$ cat src/rtl/arbiter_pkg.sv
// Shared types and helpers for the lockable arbiter.
// Holds the FSM state encoding and the grant index encoder.
package arbiter_pkg;

    localparam int ARB_MAX_REQ = 32;

    typedef enum logic {
        ARB_IDLE,
        ARB_LOCKED
    } arb_state_e;

    function automatic logic [4:0] onehot_to_bin(
        input logic [ARB_MAX_REQ-1:0] oh
    );
        logic [4:0] b;
        b = '0;
        for (int i = 0; i < ARB_MAX_REQ; i++) begin
            if (oh[i]) b = b | 5'(i);
        end
        return b;
    endfunction

endpackage

$ cat src/rtl/fixed_priority_arbiter.sv
// Combinational fixed-priority pick: lowest set request bit wins.
// Used twice by the lockable arbiter (masked and unmasked vectors).
module fixed_priority_arbiter #(
    parameter int N = 4
) (
    input  logic [N-1:0] req_i,
    output logic [N-1:0] gnt_o
);

    // Two's-complement trick isolates the lowest set bit.
    assign gnt_o = req_i & (~req_i + N'(1));

endmodule

$ cat src/rtl/lockable_rr_arbiter.sv
// Registered N-way arbiter with packet locking, round-robin or fixed
// priority selection, and a hold timeout while others are waiting.
module lockable_rr_arbiter
    import arbiter_pkg::*;
#(
    parameter int NUM_REQ  = 4,
    parameter int RR_EN    = 1,
    parameter int MAX_HOLD = 16
) (
    input  logic                       clk_i,
    input  logic                       arst_ni,
    input  logic [NUM_REQ-1:0]         req_i,
    input  logic [NUM_REQ-1:0]         last_i,
    input  logic                       ready_i,
    output logic [NUM_REQ-1:0]         gnt_o,
    output logic [$clog2(NUM_REQ)-1:0] gnt_idx_o,
    output logic                       busy_o
);

    localparam int IDX_W = $clog2(NUM_REQ);
    localparam int HW    = (MAX_HOLD > 0) ? $clog2(MAX_HOLD + 1) : 1;
    localparam int HLI   = (MAX_HOLD > 0) ? MAX_HOLD - 1 : 0;
    localparam logic [HW-1:0] HOLD_LAST = HLI[HW-1:0];
    localparam logic [HW-1:0] HOLD_MAX  = MAX_HOLD[HW-1:0];
    localparam logic [NUM_REQ-1:0] PTR_RST = {1'b1, {(NUM_REQ-1){1'b0}}};

    arb_state_e         state_q, state_d;
    logic [NUM_REQ-1:0] gnt_q, gnt_d;
    logic [NUM_REQ-1:0] ptr_q, ptr_d;
    logic [HW-1:0]      hold_q, hold_d;

    logic               busy;
    logic               others;
    logic               beat;
    logic               is_last;
    logic               timeout;
    logic               release_w;
    logic [NUM_REQ-1:0] ptr_eff;
    logic [NUM_REQ-1:0] cand;
    logic [NUM_REQ-1:0] mask;
    logic [NUM_REQ-1:0] win_m;
    logic [NUM_REQ-1:0] win_u;
    logic [NUM_REQ-1:0] winner;

    assign busy      = (state_q == ARB_LOCKED);
    assign others    = |(req_i & ~gnt_q);
    assign beat      = busy & (|(req_i & gnt_q)) & ready_i;
    assign is_last   = |(last_i & gnt_q);
    assign timeout   = (MAX_HOLD > 0) && busy && others
                       && (hold_q == HOLD_LAST);
    assign release_w = busy & ((beat & is_last) | timeout);

    // On release the pointer moves to the owner in the same cycle,
    // and the owner is excluded so it cannot win its own release.
    assign ptr_eff = ((RR_EN != 0) && release_w) ? gnt_q : ptr_q;
    assign cand    = busy ? (req_i & ~gnt_q) : req_i;
    assign mask    = (RR_EN != 0)
                     ? ~(ptr_eff | (ptr_eff - NUM_REQ'(1))) : '0;

    fixed_priority_arbiter #(.N(NUM_REQ)) u_fpa_masked (
        .req_i (cand & mask),
        .gnt_o (win_m)
    );

    fixed_priority_arbiter #(.N(NUM_REQ)) u_fpa_plain (
        .req_i (cand),
        .gnt_o (win_u)
    );

    assign winner = (|win_m) ? win_m : win_u;

    always_comb begin
        state_d = state_q;
        gnt_d   = gnt_q;
        ptr_d   = ptr_q;
        hold_d  = hold_q;
        unique case (state_q)
            ARB_IDLE: begin
                if (|req_i) begin
                    state_d = ARB_LOCKED;
                    gnt_d   = winner;
                    hold_d  = '0;
                end
            end
            ARB_LOCKED: begin
                if (release_w) begin
                    if (RR_EN != 0) ptr_d = gnt_q;
                    hold_d = '0;
                    if (|cand) begin
                        gnt_d = winner;
                    end else begin
                        gnt_d   = '0;
                        state_d = ARB_IDLE;
                    end
                end else if ((MAX_HOLD > 0) && others
                             && (hold_q != HOLD_MAX)) begin
                    hold_d = hold_q + HW'(1);
                end
            end
            default: state_d = ARB_IDLE;
        endcase
    end

    always_ff @(posedge clk_i or negedge arst_ni) begin
        if (!arst_ni) begin
            state_q <= ARB_IDLE;
            gnt_q   <= '0;
            ptr_q   <= PTR_RST;
            hold_q  <= '0;
        end else begin
            state_q <= state_d;
            gnt_q   <= gnt_d;
            ptr_q   <= ptr_d;
            hold_q  <= hold_d;
        end
    end

    assign gnt_o     = gnt_q;
    assign busy_o    = busy;
    assign gnt_idx_o = IDX_W'(onehot_to_bin(ARB_MAX_REQ'(gnt_q)));

    a_onehot: assert property (
        @(posedge clk_i) disable iff (!arst_ni) $onehot0(gnt_q)
    );

    a_stable: assert property (
        @(posedge clk_i) disable iff (!arst_ni)
        (busy && !release_w) |=> $stable(gnt_q)
    );

endmodule

$ cat config.mk
export PLATFORM = sky130hd
export DESIGN_NAME = lockable_rr_arbiter
export DESIGN_NICKNAME = d
export VERILOG_FILES = /design/src/rtl/arbiter_pkg.sv /design/src/rtl/fixed_priority_arbiter.sv /design/src/rtl/lockable_rr_arbiter.sv
export SDC_FILE = /design/constraint.sdc
export NUM_CORES = 1
export LEC_CHECK = 0
export CAP_MARGIN = 10
export CORE_UTILIZATION = 40
export CTS_CLUSTER_DIAMETER = 150
export DETAILED_ROUTE_END_ITERATION = 10
export DONT_BUFFER_PORTS = 1
export GPL_TIMING_DRIVEN = 0
export HOLD_SLACK_MARGIN = 0.06
export PLACE_DENSITY_LB_ADDON = 0.08
export SLEW_MARGIN = 40
export SYNTH_ARGS = -nofsm -noshare
export SYNTH_HDL_FRONTEND = slang
export SYNTH_SLANG_ARGS = --single-unit
export TNS_END_PERCENT = 20
$ cat constraint.sdc
create_clock -name clk_i -period 1.8 [get_ports clk_i]
set_input_delay 0.27 -clock clk_i [delete_from_list [all_inputs] [get_ports clk_i]]
set_output_delay 0.27 -clock clk_i [all_outputs]
set_load 0.02 [all_outputs]
Word level (Yosys, flattened, before mapping)
Cells that the tools add are included.
- reduce and logical (&&, ||, !) cells: 11
- bitwise gates (word level): 17
- add/sub/neg operators: 4
- mux-type cells: 18
- eq/ne operators: 5
- operators by type and width (cell ; number):
    $and 4x4->4 ; 6
    $mux 4 ; 6
    $reduce_or 4->1 ; 6
    $not 4->4 ; 4
    $mux 5 ; 3
    $pmux 5 s2 ; 1
    $add 4x1->4 const B ; 2
    $pmux 4 s2 ; 1
    $add 5x1->5 const B ; 1
    $eq 5x4->1 const B ; 1
    $ne 5x5->1 const B ; 1
    $and 1x1->1 ; 4
    $mux 1 ; 4
    $mux 2 ; 2
    $or 4x4->4 ; 1
    $reduce_and 2->1 ; 2
    $sub 4x1->4 const B ; 1
    $logic_and 1x1->1 ; 3
    $ne 3x1->1 const B ; 1
    $ne 2x1->1 const B ; 1
    $ne 2x2->1 const B ; 1
    $pmux 1 s2 ; 1
    $not 1->1 ; 1
    $or 1x1->1 ; 1
- register bits after elaboration: 14
- output and inout port bits: 7

Depth between registers and ports, before layout
Gate-level depths: netlist (run 1).
- word-level depth: 20
- gate-level depth with buffers: 10
- gate-level depth less buffers: 9

By module
A second synthesis (run 1) with hierarchy kept.
- cell total of the unflattened synthesis: 110
- area total of the unflattened synthesis: 1096.1 um^2
- modules (own cells, without submodules) (module ; area each (um^2) ; instances ; cells each ; sequential area each (um^2)):
    lockable_rr_arbiter ; 1023.5 ; 1 ; 102 ; 351.6
    fixed_priority_arbiter ; 36.3 ; 2 ; 4 ; 0.0

Worst setup path after synthesis (run 1)
Ideal clock, no wire load.
- kind: register -> register
- start: register hold_q[0]
- end: register gnt_q[2] (netlist: gnt_o[2])
- buffers on the path: 1
- required time: 1.665 ns
- data arrival time: 1.851 ns
- clock period less this slack: 1.986 ns
- stages on the path, launching flop included: 11
- slack: -0.186 ns
- cells stage by stage: dfrtp_1 ha_1 and3_1 ha_1 inv_1 a41oi_2 o21ai_2 buf_6 mux2_4 a21oi_1 o31ai_1
- word-level cells in the longest chain between the ends: 17
- elaborated cells between the ends (all ways): 20
- those cells by class: add/sub: 2; eq/ne: 2; mux: 6; bitwise: 7; reduce/logical: 3
- ends and longest elaborated chain (element ; RTL line ; text):
    from (decl) ; lockable_rr_arbiter.sv:30 ; logic [HW-1:0] hold_q, hold_d;
    from (signal assigned) ; lockable_rr_arbiter.sv:114 ; hold_q <= hold_d;
    $eq 5x4->1 (*) ; lockable_rr_arbiter.sv:50 ; && (hold_q == HOLD_LAST);
    $logic_and 1x1->1 (*) ; lockable_rr_arbiter.sv:50 ;
    $or 1x1->1 (*) ; lockable_rr_arbiter.sv:51 ; assign release_w = busy & ((beat & is_last) | timeout);
    $and 1x1->1 (*) ; lockable_rr_arbiter.sv:51 ;
    $mux 4 ; - ;
    $sub 4x1->4 ; lockable_rr_arbiter.sv:58 ; ? ~(ptr_eff | (ptr_eff - NUM_REQ'(1))) : '0;
    $or 4x4->4 ; lockable_rr_arbiter.sv:58 ;
    $not 4->4 ; lockable_rr_arbiter.sv:58 ;
    $and 4x4->4 ; lockable_rr_arbiter.sv:61 ; .req_i (cand & mask),
    $not 4->4 ; fixed_priority_arbiter.sv:11 ; assign gnt_o = req_i & (~req_i + N'(1));
    $add 4x1->4 ; fixed_priority_arbiter.sv:11 ;
    $and 4x4->4 ; fixed_priority_arbiter.sv:11 ;
    $reduce_or 4->1 ; lockable_rr_arbiter.sv:70 ; assign winner = (|win_m) ? win_m : win_u;
    $mux 4 ; lockable_rr_arbiter.sv:70 ;
    $mux 4 ; lockable_rr_arbiter.sv:89 ; if (|cand) begin
    $mux 4 ; lockable_rr_arbiter.sv:86 ; if (release_w) begin
    $pmux 4 s2 ; lockable_rr_arbiter.sv:77 ; unique case (state_q)
    to (signal assigned) ; lockable_rr_arbiter.sv:112 ; gnt_q <= gnt_d;
    to (decl) ; lockable_rr_arbiter.sv:28 ; logic [NUM_REQ-1:0] gnt_q, gnt_d;
Mark *: on every way between the ends. The rest lies on a longest branch, timed or not. The select of a mux whose other input is x is not followed.
A chain may end at the register's enable or synchronous reset.

Worst setup path after layout (run 1)
- start: register hold_q[1]
- end: register gnt_q[1] (netlist: gnt_o[1])
The elaborated chain is that of the path after synthesis.

==> flow_metrics.env, run 1 <==
export IMPL_synth_area_mm2=0.00103
export IMPL_grt_pass1_wl_mm=4.38
export IMPL_design_die_area_mm2=0.00277
export IMPL_fin_tns_setup_ns=-1.14
export IMPL_path_clk_slew_ns=0.08
export IMPL_slew_headroom_pct=56.0
export IMPL_rr_worst_depth=10
export IMPL_rsz0062_at_grt="true"
export IMPL_placementRows=17
export IMPL_ir_drop_uv=866
export IMPL_gp_congestion=0.866
export IMPL_synth_avg_cell_area_um2=9.09
export IMPL_path_class="reg2reg"
export IMPL_dr_pass1_iters=4
export IMPL_hp_start="req_i[0]"
export IMPL_antennaDiodeCount=0
export IMPL_ys_types=44
export IMPL_timing_final_ws_setup_ns=-0.274
export IMPL_synth_most_common_cell="dfrtp_1"
export IMPL_gr_usage_all_layers_pct=22.1
export IMPL_async_reset_ff_share_pct=100
export IMPL_cts_tree="yes"
export IMPL_synth_top_area_cell="dfrtp_1"
export IMPL_dpl_instance_area_mm2=0.00106
export IMPL_cp_start_kind="flop"
export IMPL_min_period_ns=2.07
export IMPL_required_ns=1.97
export IMPL_hold_viol_final=0
export IMPL_htreeDepth=1
export IMPL_antenna_found_initial=0
export IMPL_hold_class="in2reg"
export IMPL_synth_edff_count=0
export IMPL_syn_inst=113
export IMPL_dp_hpwl_mm=1.76
export IMPL_grt_overflow_total=0
export IMPL_fin_util_pct=58.1
export IMPL_core_mm2=0.00232
export IMPL_clock_latency_ns=0.30
export IMPL_routed_via_density=5.85
export IMPL_die_w_um=52.7
export IMPL_num_io_pins=18
export IMPL_drive_gt1_share_pct=43.5
export IMPL_first_iter_violations=31
export IMPL_cts_buffers=3
export IMPL_worst_setup_path_end_kind="flop"
export IMPL_initial_core_util_pct=44.3
export IMPL_die_h_um=52.7
export IMPL_crit_fanout=6
export IMPL_timing_rr_start="hold_q[1]$_DFFE_PN0P_"
export IMPL_seq_area_frac_synth_pct=34.2
export IMPL_clkSinkCount=14
export IMPL_synth_area_leaders="dfrtp_1 32%, mux2_2 4.4%, nand2_1 4.0%, ha_1 3.7%, nor2_1 3.7%"
export IMPL_routed_wl_mm=2.71
export IMPL_ys_flop_type="dfrtp_1"
export IMPL_ys_ff_latch=14
export IMPL_synthDominantCellAreaShare_pct=31.7
export IMPL_slew_viol_final=0
export IMPL_root_buffer="clkbuf_4"
export IMPL_setup_viol=10
export IMPL_io_buffers=0
export IMPL_failed_checks="setup timing"
export IMPL_clockBufferDepth=2
export IMPL_first_global_vias=966
export IMPL_synthTopCellsByCount="13 x dfrtp_1, 11 x nand2_1, 10 x nor2_1"
export IMPL_grt_max_degree=15
export IMPL_ant_nets=0
export IMPL_arrival_ns=2.25
export IMPL_nNetsFinal=146
export IMPL_max_clock_freq_ghz=0.482
export IMPL_worstHoldEndpoint="gnt_o[0]$_DFFE_PN0P_"
export IMPL_drv_cap=0
export IMPL_drc=0
export IMPL_reg2reg_to="gnt_o[1]$_DFFE_PN0P_"
export IMPL_p_leak_uw=0.000593
export IMPL_tightest_slew_ns=0.658
export IMPL_status="finished, violations left"
export IMPL_wl_per_cell_um=17.0
export IMPL_fin_area_mm2=0.00135
export IMPL_syn2layout_area_growth_pct=31.2
export IMPL_skew_ns=0.0173
export IMPL_vias=930
export IMPL_r2r_slack_ns=-0.27
export IMPL_period_share_pct=115
export IMPL_syn_num_nets=127
export IMPL_worstHoldPathCells=2
export IMPL_ys_warn_count=0
export IMPL_p_per_area_mw_per_mm2=1620
cells in the final DEF, fill, tap and decap left out, types with 2 or more instances in the layout:
master	count
nand2_1	11
buf_4	11
nor2_1	10
dfrtp_1	9
inv_1	6
o21ai_0	5
nor3_1	5
buf_6	4
a22oi_2	4
clkbuf_4	4
mux2_2	4
dfrtp_2	4
nand2b_1	3
or2_2	2
nand2b_2	2
a21oi_1	2
a21bo_2	2
o31ai_2	2
xnor2_1	2
and2_1	2
through the flow:
| stage | hold WS, ns | power (uW) | cells | worst slack, ns |
|---|---|---|---|---|
| 5_1_grt | 0.193 | 2370 | 159 | -0.332 |
| 3_5_place_dp | -0.0253 | 1560 | 141 | -0.478 |
| 6_report | 0.184 | 2180 | 159 | -0.274 |
| 3_3_place_gp | -0.0253 | 1540 | 141 | -0.452 |
| 2_1_floorplan | -0.0256 | 1380 | 113 | -0.186 |
| 4_1_cts | 0.169 | 2020 | 155 | -0.295 |
area by class of cell:
cell class | count | area, um2
inverters | 7 | 28.8
fillers | 204 | 971
well taps | 28 | 35.0
clock buffers | 4 | 36.3
repair buffers | 14 | 125
multi-input cells | 86 | 709
flip-flops and latches | 14 | 357
plain buffers | 6 | 56.3
critical path: stages, from the launching register on:
cell	delay, ns
dfrtp_1	0.37
ha_2	0.18
and3_4	0.19
ha_4	0.13
inv_4	0.03
a41oi_4	0.20
o21ai_2	0.09
buf_6	0.17
a211o_4	0.35
a41oi_2	0.16
o21ai_1	0.08
power breakdown:
part	total, uW	internal [uW]	leakage (uW)	switching (uW)
combinational	1320	674	0.000404	641
clock	241	123	0.0000210	117
sequential	622	455	0.000168	167
total	2180	1250	0.000593	925
flip-flops by register name (all words and copies together), names as in the netlist:
signal  cells
hold_q      5
busy_o      1
ptr_q       4
gnt_o       4
logic make-up after synthesis:
group | after synthesis | share of synthesized area, %
AOI/OAI and AO/OA | 31 | 25.2
xor gates and xnor gates | 2 | 1.71
adders and majority gates | 3 | 3.65
buffers and inverters | 13 | 5.85
DFF | 14 | 34.2
muxes | 7 | 7.79
and+or+nand+nor | 43 | 21.6
repair_timing:
action,4_1_cts,5_1_grt
resized for setup,19,13
hold endpoints to repair,14,0
buffers inserted,9,4
pin swaps,4,7
gates cloned,0,0
endpoints found under the setup margin,13,14
hold buffers,1,0
per-layer routing:
layer  part of all wire, %  track usage [%]  vias up
li1                      -                -      445
met1                    44             26.5      445
met2                    48             37.1       35
met3                   6.5             6.09        5
met4                  0.89             8.33        0
met5                     0                0        -
how the worst max path moves through the flow:
stage	from	endpoint	slack (ns)	cells after the start
floorplan	hold_q[0]$_DFFE_PN0P_	gnt_o[2]$_DFFE_PN0P_	-0.19	10
global placement	gnt_o[1]$_DFFE_PN0P_	gnt_o[1]$_DFFE_PN0P_	-0.45	8
detailed placement	gnt_o[1]$_DFFE_PN0P_	gnt_o[1]$_DFFE_PN0P_	-0.48	8
CTS	hold_q[0]$_DFFE_PN0P_	gnt_o[0]$_DFFE_PN0P_	-0.30	9
global route	gnt_o[3]$_DFFE_PN0P_	gnt_o[1]$_DFFE_PN0P_	-0.33	8
finish	hold_q[1]$_DFFE_PN0P_	gnt_o[1]$_DFFE_PN0P_	-0.27	10
No activity file was read; power rests on OpenSTA's default activity.
==> run 2: changes to the inputs <==
Settings changed: ABC_AREA set to 1.
==> run 2 against run 1 <==
First-iteration DRC count shrank 48%. Largest power group unchanged. Combinational power fell by 23%. Highest routed layer unchanged. The run still ends with setup timing left. Critical path depth grew 2. Area after synthesis up 4.9%. Synthesized cell count up 29%.
==> flow_metrics.env, run 2 <==
export IMPL_path_class="reg2reg"
export IMPL_gr_usage_all_layers_pct=19.3
export IMPL_regMostFlops="hold_q"
export IMPL_htreeDepth=1
export IMPL_drive_gt1_share_pct=31.8
export IMPL_clkSinkCount=14
export IMPL_fin_tns_setup_ns=-0.0208
export IMPL_synth_area_leaders="dfrtp_1 30%, nand2_1 11%, inv_1 7.3%, nand2_2 7.0%, nand3_2 6.5%"
export IMPL_setup_worst_path_end="gnt_o[3]$_DFFE_PN0P_"
export IMPL_io_buffers=0
export IMPL_async_reset_ff_share_pct=100
export IMPL_skew_ns=0.00286
export IMPL_placementRows=18
export IMPL_fin_util_pct=47.8
export IMPL_num_io_pins=18
export IMPL_die_h_um=53.9
export IMPL_clock_latency_ns=0.28
export IMPL_grt_max_degree=15
export IMPL_cp_start_kind="flop"
export IMPL_core_mm2=0.00250
export IMPL_tightest_slew_ns=0.660
export IMPL_ys_warn_count=0
export IMPL_place_ws_ns=-0.133
export IMPL_synth_area_mm2=0.00108
export IMPL_setup_viol=2
export IMPL_hold_slack_ns=0.317
export IMPL_design_die_area_mm2=0.00290
export IMPL_r2r_slack_ns=-0.01
export IMPL_routed_wl_mm=2.37
export IMPL_arrival_ns=1.98
export IMPL_mostFrequentLayoutCells="31 x nand2_1, 20 x inv_1, 12 x nand2_2"
export IMPL_initial_core_util_pct=43.1
export IMPL_slew_viol_final=0
export IMPL_vias=915
export IMPL_syn2layout_area_growth_pct=10.9
export IMPL_dp_hpwl_mm=1.89
export IMPL_rsz0062_at_grt="true"
export IMPL_max_clock_freq_ghz=0.552
export IMPL_rr_worst_depth=12
export IMPL_reg2reg_to="gnt_o[3]$_DFFE_PN0P_"
export IMPL_first_global_vias=912
export IMPL_post_cts_buffers=0
export IMPL_fin_area_mm2=0.00119
export IMPL_first_iter_violations=16
export IMPL_ant_nets=0
export IMPL_nNetsFinal=166
export IMPL_failed_checks="setup timing"
export IMPL_drc=0
export IMPL_ys_flop_type="dfrtp_1"
export IMPL_p_per_area_mw_per_mm2=1510
export IMPL_grt_pass1_wl_mm=3.89
export IMPL_seq_area_frac_synth_pct=32.6
export IMPL_gp_congestion=0.798
export IMPL_syn_inst=146
export IMPL_path_clk_slew_ns=0.09
export IMPL_timing_final_ws_setup_ns=-0.0129
export IMPL_period_share_pct=101
export IMPL_ys_types=27
export IMPL_synth_avg_cell_area_um2=7.38
export IMPL_ys_ff_latch=14
export IMPL_antennaDiodeCount=0
export IMPL_p_leak_uw=0.000581
export IMPL_routed_via_density=5.06
export IMPL_timing_rr_start="hold_q[0]$_DFFE_PN0P_"
export IMPL_cts_buffers=3
export IMPL_dr_pass1_iters=3
export IMPL_synthTopCellsByCount="33 x nand2_1, 21 x inv_1, 13 x dfrtp_1"
export IMPL_critPathLaunch="hold_q[0]$_DFFE_PN0P_"
export IMPL_hold_class="in2reg"
export IMPL_slew_headroom_pct=55.8
export IMPL_wl_per_cell_um=13.1
export IMPL_ir_drop_uv=828
export IMPL_antenna_found_initial=0
export IMPL_min_period_ns=1.81
export IMPL_drv_cap=0
export IMPL_synthDominantCellAreaShare_pct=30.2
export IMPL_cts_tree="yes"
export IMPL_hp_start="ready_i"
export IMPL_synth_most_common_cell="nand2_1"
export IMPL_hold_viol_final=0
export IMPL_dpl_instance_area_mm2=0.00111
export IMPL_die_w_um=53.9
export IMPL_clockBufferDepth=2
export IMPL_worst_setup_path_end_kind="flop"
export IMPL_root_buffer="clkbuf_4"
export IMPL_grt_overflow_total=0
export IMPL_synth_top_area_cell="dfrtp_1"
export IMPL_synth_edff_count=0
export IMPL_status="finished, violations left"
export IMPL_crit_fanout=8
export IMPL_syn_num_nets=160
export IMPL_largest_reg_flops=5
export IMPL_required_ns=1.96
export IMPL_layout_commonest_cell="nand2_1"
==> run 2: cell count changes after synthesis, moves of 4 or more <==
cell,change
nand2_1,+22
inv_1,+14
nand2_2,+12
nand3_1,+11
nand3_2,+7
inv_2,+6
nand2b_1,-5
mux2_2,-4
==> run 2: per-stage QoR <==
step	power [uW]	instances
after global routing	1980	181
after CTS	1820	181
after detailed placement	1540	176
after floorplan	1360	146
final	1810	181
after global placement	1520	176
==> run 2: how the worst min path moves through the flow <==
stage                     slack (ns)  cells past startpoint                   end
after floorplan                -0.03                      0      busy_o$_DFF_PN0_
after global placement         -0.03                      0  gnt_o[1]$_DFFE_PN0P_
after detailed placement       -0.03                      0  gnt_o[1]$_DFFE_PN0P_
after CTS                       0.30                      4      busy_o$_DFF_PN0_
after global routing            0.32                      4  gnt_o[3]$_DFFE_PN0P_
final                           0.32                      3      busy_o$_DFF_PN0_
==> run 2: report_power, final <==
group          total, uW  leakage, uW  switching, uW  internal, uW
combinational       1010     0.000399            661           353
sequential           600     0.000167            143           458
clock                192    0.0000150            106          86.0
==> run 2: logic make-up (layout without fill, tap and decap cells) <==
family | count (synthesis) | count (layout) | share of synthesized area (%)
adder cells (fa/ha/maj) | 3 | 3 | 3.48
XOR/XNOR | 2 | 2 | 1.63
AND/OR/NAND/NOR | 86 | 86 | 44.6
buffers and inverters | 28 | 33 | 10.7
flip-flops | 14 | 14 | 32.6
AO/OA/AOI/OAI | 13 | 13 | 6.97
==> run 2: cell type report <==
class / count / area, um2
fill: 279 / 1310
multi-input combinational: 104 / 646
sequential: 14 / 357
inverter: 27 / 105
tap: 30 / 37.5
clock buffer: 4 / 26.3
buffer: 1 / 13.8
timing repair buffer: 1 / 10.0
==> run 2: repair_timing <==
action                     4_1_cts  5_1_grt
setup endpoints to repair        7        9
resized for setup               11        4
pin swaps                        3        1
cloned                           0        0
hold buffers                     1        0
hold endpoints to repair        14        0
==> run 2: metal layers <==
layer / part of all wire [%] / vias to the layer above / wire, um / GRT usage (%)
met2: 49 / 20 / 1160 / 32.5
met3: 5.1 / 4 / 122 / 3.95
met4: 1.1 / 0 / 25 / 7.89
met1: 45 / 425 / 1060 / 23.9
met5: 0 / - / 0 / 0
li1: - / 466 / - / -
==> run 2: worst max-delay path: stages (launching register included) <==
cell	delay, ns
dfrtp_1	0.39
ha_1	0.20
inv_1	0.08
nor3_2	0.04
ha_2	0.18
nand2_2	0.08
nand2_4	0.09
nor2_1	0.10
inv_1	0.09
nand2_4	0.10
clkinvlp_4	0.16
nand3_1	0.12
o22ai_1	0.06
==> run 3: changes to the inputs <==
Settings changed: SKIP_LAST_GASP set to 1.
==> run 3 against run 2 <==
Flip-flop and latch count is the same. Largest power group unchanged. Register-to-register slack is essentially flat. Cell count grew 0.55%. The flow still finishes with violations (setup timing). Clock power is essentially flat. Critical endpoint is now hold_q[2]$_DFFE_PN0P_. Via count grew 0.44%. Critical path type unchanged. Count of clock-buffer cells in the layout is the same. Critical path depth is the same. Worst hold slack is essentially flat.
==> flow_metrics.env, run 3 (synthesis gave the netlist of run 2 again) <==
export IMPL_required_ns=2.02
export IMPL_cts_tree="yes"
export IMPL_first_iter_violations=17
export IMPL_worst_setup_path_end_kind="flop"
export IMPL_gp_congestion=0.798
export IMPL_cts_buffers=3
export IMPL_design_die_area_mm2=0.00290
export IMPL_tightest_slew_ns=0.654
export IMPL_failed_checks="setup timing"
export IMPL_htreeDepth=1
export IMPL_dp_hpwl_mm=1.89
export IMPL_core_mm2=0.00250
export IMPL_regMostFlops="hold_q"
export IMPL_antenna_found_initial=0
export IMPL_vias=919
export IMPL_clockBufferDepth=2
export IMPL_drive_gt1_share_pct=31.6
export IMPL_largest_reg_flops=5
export IMPL_skew_ns=0.00299
export IMPL_gr_usage_all_layers_pct=19.3
export IMPL_drc=0
export IMPL_grt_overflow_total=0
export IMPL_worstHoldPathCells=3
export IMPL_busiest_layer="met2"
export IMPL_setup_viol=3
export IMPL_nNetsFinal=167
export IMPL_clock_latency_ns=0.28
export IMPL_rsz0062_at_grt="true"
export IMPL_use_met3_pct=3.95
export IMPL_num_io_pins=18
export IMPL_grt_max_degree=15
export IMPL_hp_start="ready_i"
export IMPL_rr_worst_depth=12
export IMPL_syn2layout_area_growth_pct=11.4
export IMPL_hold_slack_ns=0.317
export IMPL_layout_commonest_cell="nand2_1"
export IMPL_period_share_pct=101
export IMPL_io_buffers=0
export IMPL_dr_pass1_iters=4
export IMPL_routed_via_density=5.05
export IMPL_hold_viol_final=0
export IMPL_slew_headroom_pct=56.2
export IMPL_die_h_um=53.9
export IMPL_ant_nets=0
export IMPL_timing_rr_start="hold_q[0]$_DFFE_PN0P_"
export IMPL_p_per_area_mw_per_mm2=1510
export IMPL_p_leak_uw=0.000586
export IMPL_r2r_slack_ns=-0.03
export IMPL_routed_wl_mm=2.39
export IMPL_drv_cap=0
export IMPL_reg2reg_to="hold_q[2]$_DFFE_PN0P_"
export IMPL_initial_core_util_pct=43.1
export IMPL_path_class="reg2reg"
export IMPL_hold_class="in2reg"
export IMPL_worstHoldEndpoint="busy_o$_DFF_PN0_"
export IMPL_crit_fanout=8
export IMPL_placementRows=18
export IMPL_path_clk_slew_ns=0.09
export IMPL_timing_final_ws_setup_ns=-0.0259
export IMPL_met1_usage_pct=24.0
export IMPL_wl_per_cell_um=13.1
export IMPL_ir_drop_uv=825
export IMPL_grt_pass1_wl_mm=3.88
export IMPL_cp_start_kind="flop"
export IMPL_status="finished, violations left"
export IMPL_first_global_vias=914
export IMPL_die_w_um=53.9
export IMPL_mostFrequentLayoutCells="32 x nand2_1, 20 x inv_1, 11 x nand2_2, 11 x nor2_1, 10 x nand3_1"
export IMPL_min_period_ns=1.83
export IMPL_clkSinkCount=14
export IMPL_slew_viol_final=0
export IMPL_arrival_ns=2.04
export IMPL_max_clock_freq_ghz=0.548
export IMPL_place_ws_ns=-0.133
export IMPL_antennaDiodeCount=0
export IMPL_global_route_usage_met2_pct=32.3
export IMPL_root_buffer="clkbuf_4"
-- run 3: cell count changes in the layout (fill, tap and decap cells not counted) --
cell / delta
o21ai_0: +2
o21ai_1: -2
buf_4: +1
nand2_1: +1
nand2_2: -1
-- run 3: stage by stage --
stage                     TNS [ns]  util [%]  std cells  total power (uW)  area (um2)
final                      -0.0429      48.0        182              1810        1200
after detailed placement    -0.444      44.6        176              1540        1110
after CTS                   -0.170      47.6        181              1820        1190
after floorplan                  0         -        146              1360        1080
after global placement      -0.279      44.6        176              1520        1110
after global routing         -1.22      48.0        182              1980        1200
-- run 3: routing by layer --
layer	share of wire, %	routed length, um	up-vias
li1	-	-	469
met1	45	1070	426
met2	49	1170	20
met3	5.1	122	4
met4	1.0	25	0
met5	0	0	-
-- run 3: critical path, stage by stage, from the launching register on --
cell	delay [ns]
dfrtp_1	0.39
ha_1	0.20
inv_1	0.08
nor3_2	0.04
ha_2	0.18
nand2_2	0.08
nand2_4	0.09
nor2_1	0.10
inv_1	0.09
nand2_4	0.10
clkinvlp_4	0.15
buf_4	0.16
nor2_1	0.09
-- run 3: final cells by class --
class | count | area [um2]
flip-flops and latches | 14 | 357
plain buffers | 1 | 13.8
inverters | 27 | 105
fillers | 275 | 1300
repair buffers | 2 | 17.5
well taps | 30 | 37.5
clock buffers | 4 | 26.3
multi-input cells | 104 | 643
-- run 3: where the power goes --
part / internal (uW) / switching, uW / total [uW]
combinational: 354 / 659 / 1010
sequential: 458 / 143 / 601
clock: 86.0 / 106 / 192
total: 898 / 908 / 1810
-- run 3: how the worst max path moves through the flow --
stage	startpoint	slack (ns)	cells past startpoint	to
after floorplan	hold_q[0]$_DFFE_PN0P_	0.13	16	gnt_o[1]$_DFFE_PN0P_
after global placement	gnt_o[1]$_DFFE_PN0P_	-0.1	15	gnt_o[1]$_DFFE_PN0P_
after detailed placement	hold_q[1]$_DFFE_PN0P_	-0.13	13	gnt_o[1]$_DFFE_PN0P_
after CTS	hold_q[1]$_DFFE_PN0P_	-0.05	15	gnt_o[1]$_DFFE_PN0P_
after global routing	hold_q[0]$_DFFE_PN0P_	-0.17	12	hold_q[2]$_DFFE_PN0P_
final	hold_q[0]$_DFFE_PN0P_	-0.03	12	hold_q[2]$_DFFE_PN0P_
-- run 3: what timing repair did --
action | 4_1_cts | 5_1_grt
endpoints found under the hold margin | 14 | 0
gates cloned | 0 | 0
pin swaps | 2 | 2
setup endpoints to repair | 7 | 9
buffers inserted | 0 | 1
resized for setup | 11 | 1
hold buffers | 1 | 0
